### config.mk
export PLATFORM = sky130hd
export DESIGN_NAME = output_writeback
export DESIGN_NICKNAME = d
export VERILOG_FILES = /design/src/rtl/output_writeback_pkg.sv /design/src/rtl/output_writeback_fifo.sv /design/src/rtl/output_writeback.sv
export SDC_FILE = /design/constraint.sdc
export NUM_CORES = 1
export LEC_CHECK = 0
export CAP_MARGIN = 0
export CELL_PAD_IN_SITES_DETAIL_PLACEMENT = 0
export CELL_PAD_IN_SITES_GLOBAL_PLACEMENT = 2
export CORE_ASPECT_RATIO = 1.25
export CORE_MARGIN = 2
export CORE_UTILIZATION = 45
export CTS_BUF_LIST = sky130_fd_sc_hd__clkbuf_4
export DETAILED_ROUTE_END_ITERATION = 12
export GPL_ROUTABILITY_DRIVEN = 0
export PLACE_DENSITY_LB_ADDON = 0.1
export SLEW_MARGIN = 0
export SYNTH_ARGS = -nofsm -noshare
export SYNTH_HDL_FRONTEND = slang
export SYNTH_SLANG_ARGS = --single-unit
### constraint.sdc
create_clock -name clk -period 10.7 [get_ports clk]
set_input_delay 2.675 -clock clk [delete_from_list [all_inputs] [get_ports clk]]
set_output_delay 2.675 -clock clk [all_outputs]
set_load 0.02 [all_outputs]
### src/rtl/output_writeback_pkg.sv
// Shared accelerator definitions for the result writeback path: FSM encoding,
// default widths and the job-size helpers.
package output_writeback_pkg;

  localparam int unsigned DEF_DATA_WIDTH        = 16;
  localparam int unsigned DEF_OUTPUT_ADDR_WIDTH = 8;
  localparam int unsigned MSIZE_W               = 8;
  localparam int unsigned SQ_W                  = 16;
  // One bit wider than N*N so a clamped total of 2^16 stays representable.
  localparam int unsigned CNT_W                 = 17;

  typedef enum logic [1:0] {
    ST_IDLE  = 2'd0,
    ST_RUN   = 2'd1,
    ST_DRAIN = 2'd2,
    ST_DONE  = 2'd3
  } wb_state_e;

  // Number of addressable output words; widths of 16+ can never be exceeded by N*N.
  function automatic logic [CNT_W-1:0] addr_space(input int unsigned aw);
    return (aw >= SQ_W) ? (CNT_W'(1) << SQ_W) : (CNT_W'(1) << aw);
  endfunction

  function automatic logic [SQ_W-1:0] job_square(input logic [MSIZE_W-1:0] n);
    return SQ_W'(n) * SQ_W'(n);
  endfunction

endpackage

### src/rtl/output_writeback_fifo.sv
// Skid FIFO between the activation stream and the output buffer; the head word
// is held in a register so the write data leaves the block straight from a flop.
module wb_fifo #(
  parameter int unsigned WIDTH = 16,
  parameter int unsigned DEPTH = 4
) (
  input  logic                     clk,
  input  logic                     rst_n,
  input  logic                     flush,
  input  logic                     push,
  input  logic [WIDTH-1:0]         push_data,
  input  logic                     pop,
  output logic                     full,
  output logic                     empty,
  output logic [$clog2(DEPTH):0]   count,
  output logic [WIDTH-1:0]         head_data
);

  localparam int unsigned PTR_W  = $clog2(DEPTH);
  localparam int unsigned CNT_FW = PTR_W + 1;

  logic [WIDTH-1:0]  mem [DEPTH];
  logic [PTR_W-1:0]  wr_ptr;
  logic [PTR_W-1:0]  rd_ptr;
  logic              do_push;
  logic              do_pop;
  logic [CNT_FW-1:0] count_n;
  logic [WIDTH-1:0]  head_n;

  // Next occupancy and next head word.
  always_comb begin
    do_push = push && !full;
    do_pop  = pop && !empty;
    count_n = count + CNT_FW'(do_push) - CNT_FW'(do_pop);
    head_n  = head_data;
    if (flush) begin
      head_n = '0;
    end else if (do_pop && (count > CNT_FW'(1))) begin
      head_n = mem[rd_ptr + PTR_W'(1)];
    end else if (do_push && (empty || do_pop)) begin
      // Word lands on an empty (or emptying) queue and becomes the head directly.
      head_n = push_data;
    end
  end

  always_ff @(posedge clk or negedge rst_n) begin
    if (!rst_n) begin
      wr_ptr    <= '0;
      rd_ptr    <= '0;
      count     <= '0;
      full      <= 1'b0;
      empty     <= 1'b1;
      head_data <= '0;
    end else if (flush) begin
      wr_ptr    <= '0;
      rd_ptr    <= '0;
      count     <= '0;
      full      <= 1'b0;
      empty     <= 1'b1;
      head_data <= head_n;
    end else begin
      if (do_push) wr_ptr <= wr_ptr + PTR_W'(1);
      if (do_pop)  rd_ptr <= rd_ptr + PTR_W'(1);
      count     <= count_n;
      full      <= (count_n == CNT_FW'(DEPTH));
      empty     <= (count_n == '0);
      head_data <= head_n;
    end
  end

  // Storage array carries no reset; occupancy qualifies every read.
  always_ff @(posedge clk) begin
    if (do_push && !flush) mem[wr_ptr] <= push_data;
  end

endmodule

### src/rtl/output_writeback.sv
// Streams N*N activation results into the output buffer at consecutive
// addresses through a small skid FIFO, with done/busy and an oversize flag.
module output_writeback
  import output_writeback_pkg::*;
#(
  parameter int unsigned DATA_WIDTH        = DEF_DATA_WIDTH,
  parameter int unsigned OUTPUT_ADDR_WIDTH = DEF_OUTPUT_ADDR_WIDTH,
  parameter int unsigned FIFO_DEPTH        = 4
) (
  input  logic                         clk,
  input  logic                         rst_n,
  input  logic                         start,
  input  logic                         clear,
  input  logic [7:0]                   matrix_size,
  input  logic [DATA_WIDTH-1:0]        act_data,
  input  logic                         act_valid,
  output logic                         act_ready,
  output logic                         obuf_wr_en,
  output logic [OUTPUT_ADDR_WIDTH-1:0] obuf_wr_addr,
  output logic [DATA_WIDTH-1:0]        obuf_wr_data,
  input  logic                         obuf_wr_ready,
  output logic                         busy,
  output logic                         done,
  output logic                         err_oversize
);

  localparam int unsigned      FCNT_W     = $clog2(FIFO_DEPTH) + 1;
  localparam logic [CNT_W-1:0] ADDR_SPACE = addr_space(OUTPUT_ADDR_WIDTH);

  wb_state_e         state;
  wb_state_e         state_n;
  logic [CNT_W-1:0]  total;
  logic [CNT_W-1:0]  total_n;
  logic [CNT_W-1:0]  acc_cnt;
  logic [CNT_W-1:0]  acc_n;
  logic [CNT_W-1:0]  wr_cnt;
  logic [CNT_W-1:0]  wr_n;
  logic              err_n;
  logic              busy_n;
  logic [SQ_W-1:0]   sq;
  logic              push;
  logic              pop;
  logic              flush;
  logic              fifo_full;
  logic              fifo_empty;
  logic [FCNT_W-1:0] fifo_count;
  logic [FCNT_W-1:0] fcnt_n;

  wb_fifo #(
    .WIDTH (DATA_WIDTH),
    .DEPTH (FIFO_DEPTH)
  ) u_fifo (
    .clk       (clk),
    .rst_n     (rst_n),
    .flush     (flush),
    .push      (push),
    .push_data (act_data),
    .pop       (pop),
    .full      (fifo_full),
    .empty     (fifo_empty),
    .count     (fifo_count),
    .head_data (obuf_wr_data)
  );

  // Handshakes, next state and next counters; clear overrides everything.
  always_comb begin
    sq      = job_square(matrix_size);
    push    = act_valid && act_ready && !fifo_full && !clear;
    pop     = obuf_wr_en && obuf_wr_ready && !fifo_empty && !clear;
    flush   = clear || ((state == ST_IDLE) && start);
    state_n = state;
    total_n = total;
    err_n   = err_oversize;
    acc_n   = acc_cnt + CNT_W'(push);
    wr_n    = wr_cnt + CNT_W'(pop);

    case (state)
      ST_IDLE: begin
        if (start) begin
          acc_n = '0;
          wr_n  = '0;
          if (CNT_W'(sq) > ADDR_SPACE) begin
            total_n = ADDR_SPACE;
            err_n   = 1'b1;
          end else begin
            total_n = CNT_W'(sq);
          end
          state_n = (sq == '0) ? ST_DONE : ST_RUN;
        end
      end
      ST_RUN: begin
        if (acc_n == total) state_n = ST_DRAIN;
      end
      ST_DRAIN: begin
        if (wr_n == total) state_n = ST_DONE;
      end
      ST_DONE: begin
        state_n = ST_IDLE;
      end
      default: begin
        state_n = ST_IDLE;
      end
    endcase

    if (clear) begin
      state_n = ST_IDLE;
      total_n = '0;
      acc_n   = '0;
      wr_n    = '0;
      err_n   = 1'b0;
    end

    fcnt_n = flush ? '0 : (fifo_count + FCNT_W'(push) - FCNT_W'(pop));
    busy_n = (state_n == ST_RUN) || (state_n == ST_DRAIN);
  end

  // Outputs are registered from next-cycle values so they line up with state.
  always_ff @(posedge clk or negedge rst_n) begin
    if (!rst_n) begin
      state        <= ST_IDLE;
      total        <= '0;
      acc_cnt      <= '0;
      wr_cnt       <= '0;
      err_oversize <= 1'b0;
      busy         <= 1'b0;
      done         <= 1'b0;
      act_ready    <= 1'b0;
      obuf_wr_en   <= 1'b0;
      obuf_wr_addr <= '0;
    end else begin
      state        <= state_n;
      total        <= total_n;
      acc_cnt      <= acc_n;
      wr_cnt       <= wr_n;
      err_oversize <= err_n;
      busy         <= busy_n;
      done         <= (state_n == ST_DONE);
      act_ready    <= (state_n == ST_RUN) && (fcnt_n != FCNT_W'(FIFO_DEPTH)) &&
                      (acc_n < total_n);
      obuf_wr_en   <= busy_n && (fcnt_n != '0);
      obuf_wr_addr <= OUTPUT_ADDR_WIDTH'(wr_n);
    end
  end

endmodule

# Word level (Yosys, flattened, before mapping)
# Memories as Yosys holds them, arrays and structs flattened.
# Index checks and enable logic that the tools add are counted.
[word_totals] mem_count=1 ram_bits=64 in_bits=30 regBits=91 wordCells=105
[op_classes] multipliers=1 n_reduce_logical=33 n_lt_le_gt_ge=3 muxes=33 n_addsub=8 eq_ne=10
[memory_table] memory="u_fifo.mem" words=4 word_bits=16 read_ports=1 rd_clocked_by_memory_dff=0 write_ports=1 line="output_writeback_fifo.sv:22" rtl="logic [WIDTH-1:0] mem [DEPTH];"
[op_table] op="$mux 17" n=9
[op_table] op="$mux 16" n=4
[op_table] op="$add 17x1->17" n=2
[op_table] op="$eq 17x17->1" n=2
[op_table] op="$mux 2" n=9
[op_table] op="$lt 17x17->1" n=1
[op_table] op="$gt 16x9->1 const B" n=1
[op_table] op="$logic_not 16->1" n=1
[op_table] op="$mul 8x8->16" n=1
[op_table] op="$logic_and 1x1->1" n=15
[op_table] op="$reduce_bool 2->1" n=5
[op_table] op="$eq 2x2->1 const B" n=4
[op_table] op="$mux 1" n=8
[op_table] op="$pmux 2 s4" n=1
[op_table] op="$add 3x1->3" n=2
[op_table] op="$mux 3" n=2
[op_table] op="$reduce_bool 3->1" n=2
[op_table] op="$sub 3x1->3" n=2
[op_table] op="$add 2x1->2 const B" n=2
[op_table] op="$eq 2x1->1 const B" n=2
[op_table] op="$logic_not 1->1" n=4
[op_table] op="$eq 3x3->1 const B" n=1
[op_table] op="$gt 3x1->1 const B" n=1
[op_table] op="$logic_not 3->1" n=1
[op_table] op="4 further kinds" n=6

# Depth between registers and ports, before layout
[logic_depth] ltp_word=11 ltp_mapped=31 depth_no_buf=28

# Modules after synthesis
# Synthesis repeated with hierarchy kept, for this count alone.
[unflattened] cells_unflattened=875 hier_area_um2=9557.9
[by_module_without_submodules] module="output_writeback" area_each_um2=5911.9 cells_each=652 n_inst=1
[by_module_without_submodules] module="wb_fifo" area_each_um2=3646.0 cells_each=223 n_inst=1

# Worst setup path before layout
# OpenSTA, ideal clock, no wires.
[synth_path] path_kind="input to register" from="input port matrix_size[6]" to="register act_ready" arrival_time_ns=8.465 n_path_buf=2 setup_slack_ns=2.153 stages=28 t_required_ns=10.618 path_cell_list="clkbuf_1 nand2_1 fa_1 inv_1 fa_1 fa_1 inv_1 fa_1 inv_1 ha_1 a211oi_1 o21bai_1 a211oi_1 o21ba_1 a2111oi_4 nand4_4 nor4b_4 buf_6 a22oi_1 ha_1 a21o_1 a21oi_1 nor2b_1 o21ai_0 nand2b_1 a21oi_1 o221ai_1 a31oi_1"
[synth_between] elab_chain_cells=9
[synth_rtl] item="from (decl)" line="output_writeback.sv:14" rtl="input logic [7:0] matrix_size,"
[synth_rtl] item="$mul 8x8->16 (*)" line="output_writeback_pkg.sv:25" rtl="return SQ_W'(n) * SQ_W'(n);"
[synth_rtl] item="branches (longest 7 deep; another with $lt 17x17->1)"
[synth_rtl] item="$logic_and 1x1->1 (*)" line="output_writeback.sv:138" rtl="act_ready <= (state_n == ST_RUN) && (fcnt_n != FCNT_W'(FIFO_DEPTH)) &&"
[synth_rtl] item="to (signal assigned)" line="output_writeback.sv:138"
[synth_rtl] item="to (decl)" line="output_writeback.sv:17" rtl="output logic act_ready,"
# Mark *: on every way between the ends.
# A chain may end at the register's enable or synchronous reset.

# Final worst setup path
[layout_path] from="input port matrix_size[5]" to="register act_ready"
# The elaborated chain is that of the path after synthesis.

==> summary.md <==
| Metric | Value |
|---|---|
| CP bufs+invs | `6` |
| CTS buffer count | `17` |
| Starting Density | `45.55%` |
| CTS Hold Buffers Added | `0` |
| Slowest CP cell | `clkdlybuf4s50_1` |
| CP Capture Type | `flop` |
| Detailed router's first-iteration violation count | `309` |
| Drt first pass iters | `4` |
| Flop pwr share | `42.9%` |
| Synth async-reset ratio | `56.46%` |
| Cells on Worst Hold Path | `2` |
| Clock skew | `0.02287 ns` |
| Global Route Usage Sum | `21.22%` |
| Reg-to-reg endpoint | `obuf_wr_en$_DFF_PN0_` |
| Row count | `58` |
| Setup Fix Bufs, Post-CTS | `0` |
| Share of cells above drive strength 1 | `8.333%` |
| EDFF count, synth | `64` |
| Synth Instances | `817` |
| Synth-to-layout area growth | `11.70%` |
| DIE HEIGHT | `163.2 um` |
| Pwr dens | `141.6 nW/um^2` |
| Part of the power in the clock network | `23.8%` |
| Worst Tran Pin Value | `1.164 ns` |
| Min-Delay Path Class | `reg -> reg` |
| TritonCTS clock tree | `yes` |
| CP most frequent cell | `inv_1` |
| Port Buf Inserts | `58` |
| Slew Limit Fails | `0` |
| CP Launch Type | `input pin` |
| Drt wl/cell | `18.72 um` |
| Die width | `131.4 um` |
| Synthesized cell area | `9122 um^2` |
| Sequential-to-total area share from yosys stat | `43.85%` |
| CTS H-tree depth | `4` |
| R2r startpoint | `act_ready$_DFF_PN0_` |
| FF+latch count, synth | `147` |
| Fmax achieved | `0.1101 GHz` |
| Vias per Instance | `5.401` |
| Crit Path Class | `in -> reg` |
| DR DRC count | `0` |
| Root buffer cell | `clkbuf_4` |
| Initial antenna violation count | `1` |
| Number of global-route vias before repair | `6628` |
| Hold path endpoint | `u_fifo.head_data[15]$_DFFE_PN0P_` |
| Setup violators final | `0` |
| Critical Path AT | `9.58 ns` |
| M1 GR Usage | `22.84%` |
| Max-cap viol count | `0` |
| Routed WL | `21.47 mm` |
| Dpl cells | `1114` |
| Global-route layer with the greatest usage | `met2` |
| Rel. slew slack | `22.38%` |
| Cell variety after synth | `67` |
| Reg clk slew, reported paths | `0.15 ns` |
| Top Family by Delay on Critical Path | `adder cells` |
| RSZ-0062 raised after global routing | `false` |
| Fin. Hold Viols | `0` |
| Average size of a mapped cell | `11.17 um^2` |
| YS warnings | `0` |
| Status | `finished clean` |
| Min Tclk post-route | `9.084 ns` |
| Met2 usage | `42.22%` |
| Largest net degree at the start of global routing | `53` |
| First-pass GRT wire length | `35.07 mm` |
| Final cell count without fillers | `1147` |
| Comb power frac | `33.4%` |
| DRT antenna net count | `0` |
| Clock sink count | `147` |
| Final #Nets | `981` |
| Net Sw Power | `526.4 uW` |
| GRT overflow | `0` |
| Peak supply drop | `116.6 uV` |
| Reg2Reg Depth | `13` |
| Req. time, crit path | `11.20 ns` |
| Post_cts resized | `0` |
| Post-synth net total | `935` |
| R2r setup slk | `5.85 ns` |
| Vias | `6195` |
| Setup TNS | `0 ns` |
| Maximum clock insertion buffer count | `2` |
| Die area | `21430 um^2` |
| Hold Path Origin | `u_fifo.head_data[15]$_DFFE_PN0P_` |
| Core Area | `20030 um^2` |
| CP max stage delay | `0.59 ns` |
| Leak pwr | `4.142 nW` |
| Clk Latency, worst-skew pair | `0.56 ns` |
| I/O pin cnt | `59` |
| Int Pwr | `916.0 uW` |
| Post-DP HPWL | `16.10 mm` |
| Critical Path Fanout Max | `12` |
| Ys flop type | `dfrtp_1` |
| Met3 Use GR | `2.824%` |
| Switching part of the total | `36.50%` |
| Period utilisation layout | `84.90%` |
[flip-flops by register name, summed over array words and instances, names as in the netlist]
name,cells
acc_cnt,17
act_ready,1
u_fifo.empty,1
u_fifo.mem,64
obuf_wr_en,1
u_fifo.head_data,16
done,1
u_fifo.wr_ptr,2
u_fifo.rd_ptr,2
err_oversize,1
total,17
wr_cnt,17
u_fifo.full,1
busy,1
state,2
u_fifo.count,3
[stage by stage]
stage | hold slack (ns) | total power [mW] | worst slack [ns] | util, % | area, um^2
global placement | 0.4587 | 1.108 | 1.217 | 49.49 | 9912
floorplan | 0.5222 | 0.9695 | 2.153 | - | 9123
detailed placement | 0.4672 | 1.112 | 1.085 | 49.49 | 9912
global route | 0.5252 | 1.531 | 1.191 | 50.87 | 10190
CTS | 0.4983 | 1.458 | 1.713 | 50.86 | 10190
finish | 0.4949 | 1.442 | 1.616 | 50.87 | 10190
[tightest hold or removal path, delay by kind of cell (launching register included)]
family           cells  cell delay, ns
AO/OA/AOI/OAI        1            0.05
flip-flops           1            0.36
AND/OR/NAND/NOR      1            0.05
[per-layer routing]
layer  up-vias  share of wire [%]
met5         -                  0
met4         0                2.5
met3        24                2.2
met2       110                 56
met1      3092                 39
li1       2969                  -
[power by group through the flow]
| stage | sequential (mW) | clock [mW] | combinational [mW] |
|---|---|---|---|
| after floorplan | 0.643 | 0 | 0.326 |
| after detailed placement | 0.631 | 0 | 0.481 |
| after CTS | 0.619 | 0.354 | 0.484 |
| final | 0.619 | 0.343 | 0.481 |
| after global placement | 0.630 | 0 | 0.477 |
| after global routing | 0.621 | 0.374 | 0.536 |
[cell families after synthesis]
logic type | after synthesis | synth area share (%)
and+or+nand+nor | 242 | 13.88
DFF | 147 | 43.85
AOI/OAI and AO/OA | 110 | 8.559
buffers and inverters | 110 | 5.020
adders and majority gates | 88 | 14.13
xor gates and xnor gates | 81 | 8.078
muxes | 39 | 6.487
[Yosys cell counts (3+ instances only)]
master / n / area, um^2
a211oi_1: 6 / 45.04
a21o_1: 7 / 52.55
a21oi_1: 22 / 110.1
a22o_1: 6 / 52.55
a22oi_1: 6 / 45.04
a31oi_1: 5 / 31.28
and2_1: 27 / 168.9
and3_1: 3 / 18.77
and4_1: 3 / 26.28
buf_2: 5 / 25.02
buf_4: 8 / 60.06
clkbuf_1: 23 / 86.33
dfrtp_1: 82 / 2052
edfxtp_1: 64 / 1922
fa_1: 25 / 500.5
ha_1: 63 / 788.3
inv_1: 71 / 266.5
mux2i_1: 22 / 220.2
mux4_2: 16 / 360.4
nand2_1: 55 / 206.5
nand2b_1: 5 / 31.28
nand3_1: 12 / 60.06
nand3b_1: 3 / 22.52
nand4_1: 16 / 100.1
nor2_1: 71 / 266.5
nor2b_1: 4 / 25.02
nor3_1: 14 / 70.07
nor4_1: 12 / 75.07
o211ai_1: 3 / 22.52
o21ai_0: 16 / 80.08
o21ai_1: 3 / 15.01
o31ai_1: 18 / 135.1
xnor2_1: 52 / 455.4
xor2_1: 27 / 236.5
[area by class of cell]
| cell class | count | area [um^2] |
|---|---|---|
| Antenna cell | 1 | 2.502 |
| Clock buffer | 17 | 127.6 |
| Clock inverter | 15 | 147.6 |
| Fill cell | 1865 | 9839 |
| Inverter | 71 | 266.5 |
| Multi-Input combinational cell | 560 | 4669 |
| Sequential cell | 147 | 4000 |
| Tap cell | 270 | 337.8 |
| Timing Repair Buffer | 66 | 638.1 |
[how the worst max path moves through the flow]
stage               slack (ns)                   to  cells past startpoint            from
finish                    1.62  act_ready$_DFF_PN0_                     29  matrix_size[5]
global route              1.19  act_ready$_DFF_PN0_                     29  matrix_size[5]
CTS                       1.71  act_ready$_DFF_PN0_                     29  matrix_size[5]
detailed placement        1.08  act_ready$_DFF_PN0_                     29  matrix_size[5]
global placement          1.22  act_ready$_DFF_PN0_                     27  matrix_size[7]
floorplan                 2.15  act_ready$_DFF_PN0_                     28  matrix_size[6]
[cells in the final DEF, fill, tap and decap left out, types with 12 or more instances in the layout]
| cell type | synthesis | routed |
|---|---|---|
| mux2i_1 | 22 | 22 |
| nor2_1 | 71 | 69 |
| and2_1 | 27 | 27 |
| nand3_1 | 12 | 12 |
| nand2_1 | 55 | 55 |
| mux4_2 | 16 | 16 |
| fa_1 | 25 | 25 |
| inv_1 | 71 | 71 |
| nor3_1 | 14 | 14 |
| o21ai_0 | 16 | 16 |
| dfrtp_1 | 82 | 82 |
| ha_1 | 63 | 63 |
| a21oi_1 | 22 | 22 |
| clkdlybuf4s50_1 | 0 | 57 |
| nand4_1 | 16 | 16 |
| o31ai_1 | 18 | 18 |
| xnor2_1 | 52 | 52 |
| clkbuf_4 | 0 | 17 |
| xor2_1 | 27 | 27 |
| edfxtp_1 | 64 | 64 |
| nor4_1 | 12 | 12 |
No activity file was read; power rests on OpenSTA's default activity.
